## config.mk

```make
export PLATFORM = sky130hd
export DESIGN_NAME = sync_multichannel_fifo
export DESIGN_NICKNAME = d
export VERILOG_FILES = /design/src/rtl/sync_multichannel_fifo.sv
export SDC_FILE = /design/constraint.sdc
export NUM_CORES = 1
export LEC_CHECK = 0
export CAP_MARGIN = 20
export CORE_AREA = 2 2 194 196
export DETAILED_ROUTE_END_ITERATION = 6
export DIE_AREA = 0 0 196 198
export PLACE_DENSITY = 0.79
export SETUP_SLACK_MARGIN = 0.15
export SLEW_MARGIN = 20
export SYNTH_ARGS = -nofsm -noshare
export SYNTH_HDL_FRONTEND = slang
export SYNTH_SLANG_ARGS = --single-unit
```

## constraint.sdc

```tcl
create_clock -name clk -period 8.3 [get_ports clk]
set_input_delay 0.83 -clock clk [delete_from_list [all_inputs] [get_ports clk]]
set_output_delay 0.83 -clock clk [all_outputs]
set_load 0.02 [all_outputs]
```

## src/rtl/sync_multichannel_fifo.sv

```systemverilog
// Single-clock multi-channel FIFO: NUM_CH circular buffers of DEPTH words carved
// out of one shared memory, one write port and one read port per cycle.

module sync_multichannel_fifo_ch #(
  parameter int PTR_WIDTH     = 4,
  parameter int AFULL_THRESH  = 12,
  parameter int AEMPTY_THRESH = 2
) (
  input  logic                 clk,
  input  logic                 rst,
  input  logic                 push,
  input  logic                 pop,
  output logic [PTR_WIDTH-1:0] waddr,
  output logic [PTR_WIDTH-1:0] raddr,
  output logic                 full,
  output logic                 empty,
  output logic                 almost_full,
  output logic                 almost_empty,
  output logic [PTR_WIDTH:0]   count
);
  localparam logic [PTR_WIDTH:0] ONE = 1;
  localparam logic [PTR_WIDTH:0] AF  = AFULL_THRESH[PTR_WIDTH:0];
  localparam logic [PTR_WIDTH:0] AE  = AEMPTY_THRESH[PTR_WIDTH:0];

  // Extra MSB distinguishes full from empty when the low bits match.
  logic [PTR_WIDTH:0] wptr, rptr;

  always_ff @(posedge clk) begin
    if (rst) begin
      wptr <= '0;
      rptr <= '0;
    end else begin
      if (push) wptr <= wptr + ONE;
      if (pop)  rptr <= rptr + ONE;
    end
  end

  assign waddr        = wptr[PTR_WIDTH-1:0];
  assign raddr        = rptr[PTR_WIDTH-1:0];
  assign count        = wptr - rptr;
  assign empty        = (wptr == rptr);
  assign full         = (wptr[PTR_WIDTH] != rptr[PTR_WIDTH]) &&
                        (wptr[PTR_WIDTH-1:0] == rptr[PTR_WIDTH-1:0]);
  assign almost_full  = (count >= AF);
  assign almost_empty = (count <= AE);
endmodule

module sync_multichannel_fifo #(
  parameter int DATA_WIDTH    = 8,
  parameter int DEPTH         = 16,
  parameter int PTR_WIDTH     = 4,
  parameter int NUM_CH        = 4,
  parameter int CH_WIDTH      = 2,
  parameter int AFULL_THRESH  = 12,
  parameter int AEMPTY_THRESH = 2
) (
  input  logic                            clk,
  input  logic                            rst,
  input  logic                            wen,
  input  logic [CH_WIDTH-1:0]             wch,
  input  logic [DATA_WIDTH-1:0]           data_in,
  input  logic                            ren,
  input  logic [CH_WIDTH-1:0]             rch,
  output logic [DATA_WIDTH-1:0]           data_out,
  output logic                            rvalid,
  output logic [NUM_CH-1:0]               full,
  output logic [NUM_CH-1:0]               empty,
  output logic [NUM_CH-1:0]               almost_full,
  output logic [NUM_CH-1:0]               almost_empty,
  output logic [NUM_CH*(PTR_WIDTH+1)-1:0] count,
  output logic                            wr_err,
  output logic                            rd_err
);
  typedef struct packed {
    logic                en;
    logic [CH_WIDTH-1:0] ch;
  } port_req_t;

  port_req_t wreq, rreq;
  logic      wr_acc, rd_acc;

  logic [DATA_WIDTH-1:0]                 mem [NUM_CH*DEPTH];
  logic [NUM_CH-1:0][PTR_WIDTH-1:0]      wlo, rlo;
  logic [NUM_CH-1:0][PTR_WIDTH:0]        cnt;

  assign wreq   = '{en: wen, ch: wch};
  assign rreq   = '{en: ren, ch: rch};
  // Acceptance uses pre-edge flags, so a same-cycle write never feeds a read.
  assign wr_acc = wreq.en && !full[wreq.ch];
  assign rd_acc = rreq.en && !empty[rreq.ch];

  for (genvar c = 0; c < NUM_CH; c++) begin : g_ch
    sync_multichannel_fifo_ch #(
      .PTR_WIDTH    (PTR_WIDTH),
      .AFULL_THRESH (AFULL_THRESH),
      .AEMPTY_THRESH(AEMPTY_THRESH)
    ) u_ch (
      .clk         (clk),
      .rst         (rst),
      .push        (wr_acc && (wreq.ch == CH_WIDTH'(c))),
      .pop         (rd_acc && (rreq.ch == CH_WIDTH'(c))),
      .waddr       (wlo[c]),
      .raddr       (rlo[c]),
      .full        (full[c]),
      .empty       (empty[c]),
      .almost_full (almost_full[c]),
      .almost_empty(almost_empty[c]),
      .count       (cnt[c])
    );
  end

  assign count = cnt;

  always_ff @(posedge clk) begin
    if (wr_acc) mem[{wreq.ch, wlo[wreq.ch]}] <= data_in;
  end

  always_ff @(posedge clk) begin
    if (rst) begin
      data_out <= '0;
      rvalid   <= 1'b0;
      wr_err   <= 1'b0;
      rd_err   <= 1'b0;
    end else begin
      if (rd_acc) data_out <= mem[{rreq.ch, rlo[rreq.ch]}];
      rvalid <= rd_acc;
      wr_err <= wreq.en && full[wreq.ch];
      rd_err <= rreq.en && empty[rreq.ch];
    end
  end
endmodule

```

==> flow_summary.yaml, run 1 <==
floorplan:
  rows: 71
  die_x_um: 196
  fp.dieArea_mm2: 0.0388
  start_util: 0.640
  die_h_um: 198
  coreArea_mm2: 0.0370
  num_io_pins: 63
critical_path:
  crit_family: "buffers and inverters"
  worstPathArrival_ps: 5070
  critPathMaxStageDelay_ps: 1170
  cp-end-kind: "flop"
  crit_slowest_cell: "mux4_4"
  cp_cell_sequence: "clkdlybuf4s50_1 > mux4_4 > buf_12 > mux2i_1 > o22ai_1 > or4_1 > nor4_1 > a21oi_1"
  required_ps: 8770
  path_class: "in2reg"
  cp_num_buf_inv: 2
  crit_fanout: 118
  startpoint_type: "primary input"
drt:
  drc: 0
  vias: 14485
  dr.first_iter.drc_count: 1607
  drt-vias-per-instance: 6.50
  wl_per_cell_um: 25.3
  drtAntennaViolNets: 0
  wl_um: 56400
  drt_pass1_iterations: 6
final_layout:
  final_nets: 1754
  stdcell_count: 2227
  stdcell_area_mm2: 0.0261
  seq_area_mm2: 0.0164
  drive_above_1_share: 0.0685
  areaGrowthSynthToFinish_pct: 10.5
  multi_input_area_mm2: 0.00662
  nFillCells: 2352
synthesis:
  syn_area_mm2: 0.0237
  ys_seq_area_frac: 0.693
  synthArstFlopShare: 0
  synth_warnings: 0
  synth-edff-count: 512
  yosys.area.top_type: "edfxtp_1"
  synthXorXnorAreaFrac: 0.0159
  ys_top_cells_by_area: "edfxtp_1, mux2i_1, dfxtp_1"
  synth_cells: 1675
  synthSimpleGateAreaFrac: 0.0986
  synth.avg_cell_area_um2: 14.1
  synth-compound-area-share: 0.0731
  synth_top_family_by_area: "simple AND/OR/NAND/NOR gates"
  synth.distinct_cells: 58
  synth_most_common_cell: "edfxtp_1"
  synth-adder-area-share: 0.0161
  syn_nets: 1719
  synthFlopType: "edfxtp_1"
  netlist.area_leader.share: 0.650
  synth_seq_cells: 563
  synth_mux_area_frac: 0.0747
  synth_common_cells: "edfxtp_1, nand2_1, mux2i_1"
global_routing:
  grtUsageTotal: 0.296
  antenna_found_initial: 1
  grt_overflow: 0
  grt_pass1_wl_um: 84400
  grt_pass1_vias: 14005
  grt_max_degree: 119
timing:
  clock.fmax_mhz: 218
  setup-tns-final_ps: 0
  slew_viol_final: 0
  slew_headroom: 0.257
  fin_crit_ps: 4600
  rsz0062_at_grt: "false"
  finalHoldViolations: 0
  finalCritPeriodShare: 0.554
  skew_ps: 21.9
  setup_violations: 0
  worstMarginPinSlew_ps: 1110
clock_tree:
  cts_buffers: 54
  clkSinkCount: 563
  cts_setup_buffers: 0
  clock_latency_ps: 600
  cts_hold_buf: 0
  cts_max_path_buffers: 3
  clk_pin_slew_worst_paths_ps: 60
  cts_tree: "yes"
  h-tree-depth: 2
  clockRootBuffer: "clkbuf_16"
  post_cts_resized: 0
place:
  hpwl_um: 34600
  postPlaceCellArea_mm2: 0.0245
  port-buffer-count: 62
  place_congestion: 0.876
  dp_cells: 2128
worst_hold_path:
  hp-class: "reg2reg"
flow_run:
  cap_violations: 0
power_and_ir_drop:
  powerDensity_mw_per_mm2: 215
  ir_drop_uv: 167
  p_leak_nw: 8.46
run_status:
  status: "finished, final reports clean"
==> through the flow <==
step	setup slack, ps	util	power (mW)	hold WS, ps
final	3700	0.707	5.63	537
after global routing	3470	0.707	5.75	573
after CTS	3700	0.707	5.63	547
after detailed placement	3110	0.663	3.38	526
after global placement	3180	0.663	3.37	514
after floorplan	5370	-	3.27	484
==> power by group <==
group / internal [mW] / total (mW) / switching, mW / leakage [nW]
clock: 1.30 / 2.31 / 1.00 / 0.796
sequential: 3.10 / 3.11 / 0.0118 / 5.02
combinational: 0.0627 / 0.204 / 0.141 / 2.64
total: 4.47 / 5.63 / 1.16 / 8.46
==> path summary, 6_finish.rpt <==
check                                             to  slack (ps)                 start  depth (start not counted)
worst max-delay path                     data_out[0]        3700                rch[1]                          8
worst min-delay path            g_ch[0].u_ch.wptr[4]         540  g_ch[0].u_ch.wptr[4]                          2
worst max register to register            mem[31][6]        4240  g_ch[1].u_ch.rptr[2]                          8
worst min register to register  g_ch[0].u_ch.wptr[4]         540  g_ch[0].u_ch.wptr[4]                          2
==> registers in the layout, indices dropped and copies added (netlist names) <==
register,count
g_ch.u_ch.wptr,20
rvalid,1
g_ch.u_ch.rptr,20
wr_err,1
data_out,8
mem,512
rd_err,1
==> tightest hold or removal path, stage by stage, from the launching register on <==
cell and delay, ps:
dfxtp_1 350, xor2_1 80, nor2_1 70
==> metal layers <==
metal / vias up / share of wire / GRT usage
met5: - / 0 / 0
met4: 0 / 0.039 / 0.128
met3: 144 / 0.10 / 0.0635
met2: 805 / 0.47 / 0.469
met1: 7153 / 0.39 / 0.401
li1: 6383 / - / -
==> area by class of cell <==
type | instances | share of cell area
flip-flops and latches | 563 | 0.627
diodes | 2 | 0.000192
clock buffers | 77 | 0.0570
multi-input cells | 970 | 0.253
well taps | 474 | 0.0227
clock inverters | 20 | 0.00555
inverters | 41 | 0.00589
repair buffers | 80 | 0.0281
==> cells by family after synthesis <==
group	count (synthesis)
flip-flops	563
multiplexers	162
buffers and inverters	142
AND/OR/NAND/NOR	481
AO/OA/AOI/OAI	256
adder cells (fa/ha/maj)	28
XOR/XNOR	43
==> placed cells by master (no fill, tap or decap), drive strengths merged, types with 18 or more instances in the layout <==
master | synthesis | routed
buf | 59 | 26
nand2 | 165 | 165
and2 | 23 | 23
xor2 | 21 | 21
nor2b | 58 | 58
nand4 | 18 | 18
a21oi | 37 | 37
mux2i | 145 | 145
edfxtp | 512 | 512
xnor2 | 22 | 22
o21ai | 34 | 34
o22ai | 36 | 36
a31oi | 24 | 24
a211oi | 76 | 76
inv | 40 | 41
clkbuf | 42 | 77
nor2 | 113 | 113
nand3 | 28 | 28
dfxtp | 51 | 51
ha | 24 | 24
clkdlybuf4s50 | 0 | 54
Power figures use the tool's default switching activity.
==> run 2: changes to the inputs <==
Settings changed: CORE_AREA 2 2 194 196 to 2 2 199 201, DIE_AREA 0 0 196 198 to 0 0 201 203, PLACE_DENSITY 0.79 to 0.75.
Clock period 8.3 ns to 4.5 ns, I/O delays scaled along.
==> run 2 against run 1 <==
  * Worst setup slack lost 2900 ps
  * Largest power group unchanged
  * Critical path depth did not move
  * Utilization fell by 0.73 points
==> flow_summary.yaml, run 2 (same netlist as run 1, synthesis figures left out) <==
power_and_ir_drop:
  p_sw_frac: 0.203
  power_frac_comb: 0.037
  p_leak_nw: 8.93
  clockPowerShare: 0.424
  power.share.sequential: 0.539
  powerDensity_mw_per_mm2: 396
  p_int_mw: 8.50
  netSwitchingPower_mw: 2.16
  ir_drop_uv: 392
clock_tree:
  clk_pin_slew_worst_paths_ps: 60
  clkSinkCount: 563
  cts_buffers: 54
  cts_max_path_buffers: 3
  post_cts_resized: 0
  h-tree-depth: 2
  cts_setup_buffers: 0
  clock_latency_ps: 600
  clockRootBuffer: "clkbuf_16"
  cts_tree: "yes"
  cts_hold_buf: 0
floorplan:
  fp.dieArea_mm2: 0.0408
  start_util: 0.615
  num_io_pins: 63
  rows: 72
  die_x_um: 201
  coreArea_mm2: 0.0385
  die_h_um: 203
critical_path:
  r2r_start: "g_ch[1].u_ch.rptr[2]"
  cp-end-kind: "output pin"
  r2r-end: "mem[36][5]"
  rr_worst_depth: 9
  crit_slowest_cell: "clkdlybuf4s50_1"
  worstPathArrival_ps: 3250
  critPathMaxStageDelay_ps: 690
  required_ps: 4050
  cp_cell_sequence: "ha_1 > inv_1 > fa_1 > a21o_1 > a21oi_1 > xor2_1 > a2111oi_0 > clkdlybuf4s50_1"
  r2r_setup_slack_ps: 880
  path_class: "reg2out"
  crit_fanout: 6
  cp_num_buf_inv: 2
  startpoint_type: "flop"
  crit_family: "compound AO/OA/AOI/OAI gates"
drt:
  drc: 0
  drt-vias-per-instance: 6.21
  wl_per_cell_um: 24.5
  wl_um: 57600
  drt_pass1_iterations: 6
  drtAntennaViolNets: 0
  dr.first_iter.drc_count: 1781
  vias: 14565
place:
  dp_cells: 2246
  place_congestion: 0.875
  hpwl_um: 36900
  port-buffer-count: 62
timing:
  setup_violations: 0
  setup-tns-final_ps: 0
  slew_headroom: 0.342
  finalCritPeriodShare: 0.822
  clock.fmax_mhz: 270
  fin_crit_ps: 3700
  rsz0062_at_grt: "false"
  worstMarginPinSlew_ps: 983
  finalHoldViolations: 0
  slew_viol_final: 0
  skew_ps: 20.2
flow_run:
  cap_violations: 0
global_routing:
  use_met1: 0.395
  grt_pass1_wl_um: 87600
  grt_overflow: 0
  use_met3: 0.0554
  grt_pass1_vias: 14375
  antenna_found_initial: 1
  grt_max_degree: 95
  grt_use_met2: 0.462
  global_route.peak_usage_layer: "met2"
  grtUsageTotal: 0.287
final_layout:
  antenna_cells: 0
  stdcell_count: 2347
  final_nets: 1828
  largest_register_ffs: 512
  drive_above_1_share: 0.109
  most-common-layout-cells: "edfxtp_1, nand2_1, mux2i_1"
  mostFrequentLayoutCell: "edfxtp_1"
  areaGrowthSynthToFinish_pct: 13.8
run_status:
  status: "finished, final reports clean"
worst_hold_path:
  min_from: "data_in[6]"
  hp-class: "in2reg"
  holdPathStages: 1
  whs_endpoint: "mem[9][6]"
[run 2: through the flow]
stage          hold WS [ps]  instance area, um^2   util  setup slack, ps  power, mW
2_1_floorplan           484                23700      -             1780       6.03
3_3_place_gp            513                25200  0.654              588       6.23
3_5_place_dp            524                25200  0.654              572       6.24
4_1_cts                 298                26900  0.700              774       10.7
5_1_grt                 312                26900  0.700              586       10.9
6_report                332                26900  0.700              799       10.7
[run 2: metal layers]
metal  wire [um]  part of all wire
met1       23000              0.40
met2       27300              0.47
met3        5280             0.092
met4        1940             0.034
met5           0                 0
[run 2: worst register-to-register path: stages (launching register included)]
cell and delay (ps):
dfxtp_1 450, inv_1 180, ha_1 390, nand4_1 120, nand2b_1 190, mux4_2 360
nand2_1 80, nor2_1 250, nand2_1 460, nor2_1 770
[run 2: worst max path at each step]
| stage | end | cells after the start | start |
|---|---|---|---|
| 5_1_grt | almost_empty[1] | 9 | g_ch[1].u_ch.wptr[0] |
| 3_5_place_dp | data_out[2] | 10 | rch[1] |
| 4_1_cts | almost_empty[3] | 8 | g_ch[3].u_ch.rptr[0] |
| 3_3_place_gp | data_out[2] | 10 | rch[1] |
| 6_report | almost_empty[3] | 8 | g_ch[3].u_ch.rptr[0] |
| 2_1_floorplan | data_out[0] | 10 | g_ch[1].u_ch.rptr[3] |
[run 2: power groups by stage]
stage / clock [mW] / combinational [mW] / sequential (mW)
2_1_floorplan: 0 / 0.179 / 5.85
3_3_place_gp: 0 / 0.382 / 5.85
3_5_place_dp: 0 / 0.389 / 5.85
4_1_cts: 4.56 / 0.392 / 5.74
5_1_grt: 4.77 / 0.420 / 5.74
6_report: 4.52 / 0.395 / 5.74
[run 2: area by class of cell]
cell class / count / area, um^2
multi-input cells: 970 / 6610
inverters: 41 / 154
repair buffers: 154 / 1350
clock inverters: 27 / 283
well taps: 518 / 648
flip-flops and latches: 563 / 16400
fillers: 2564 / 11500
clock buffers: 74 / 1490
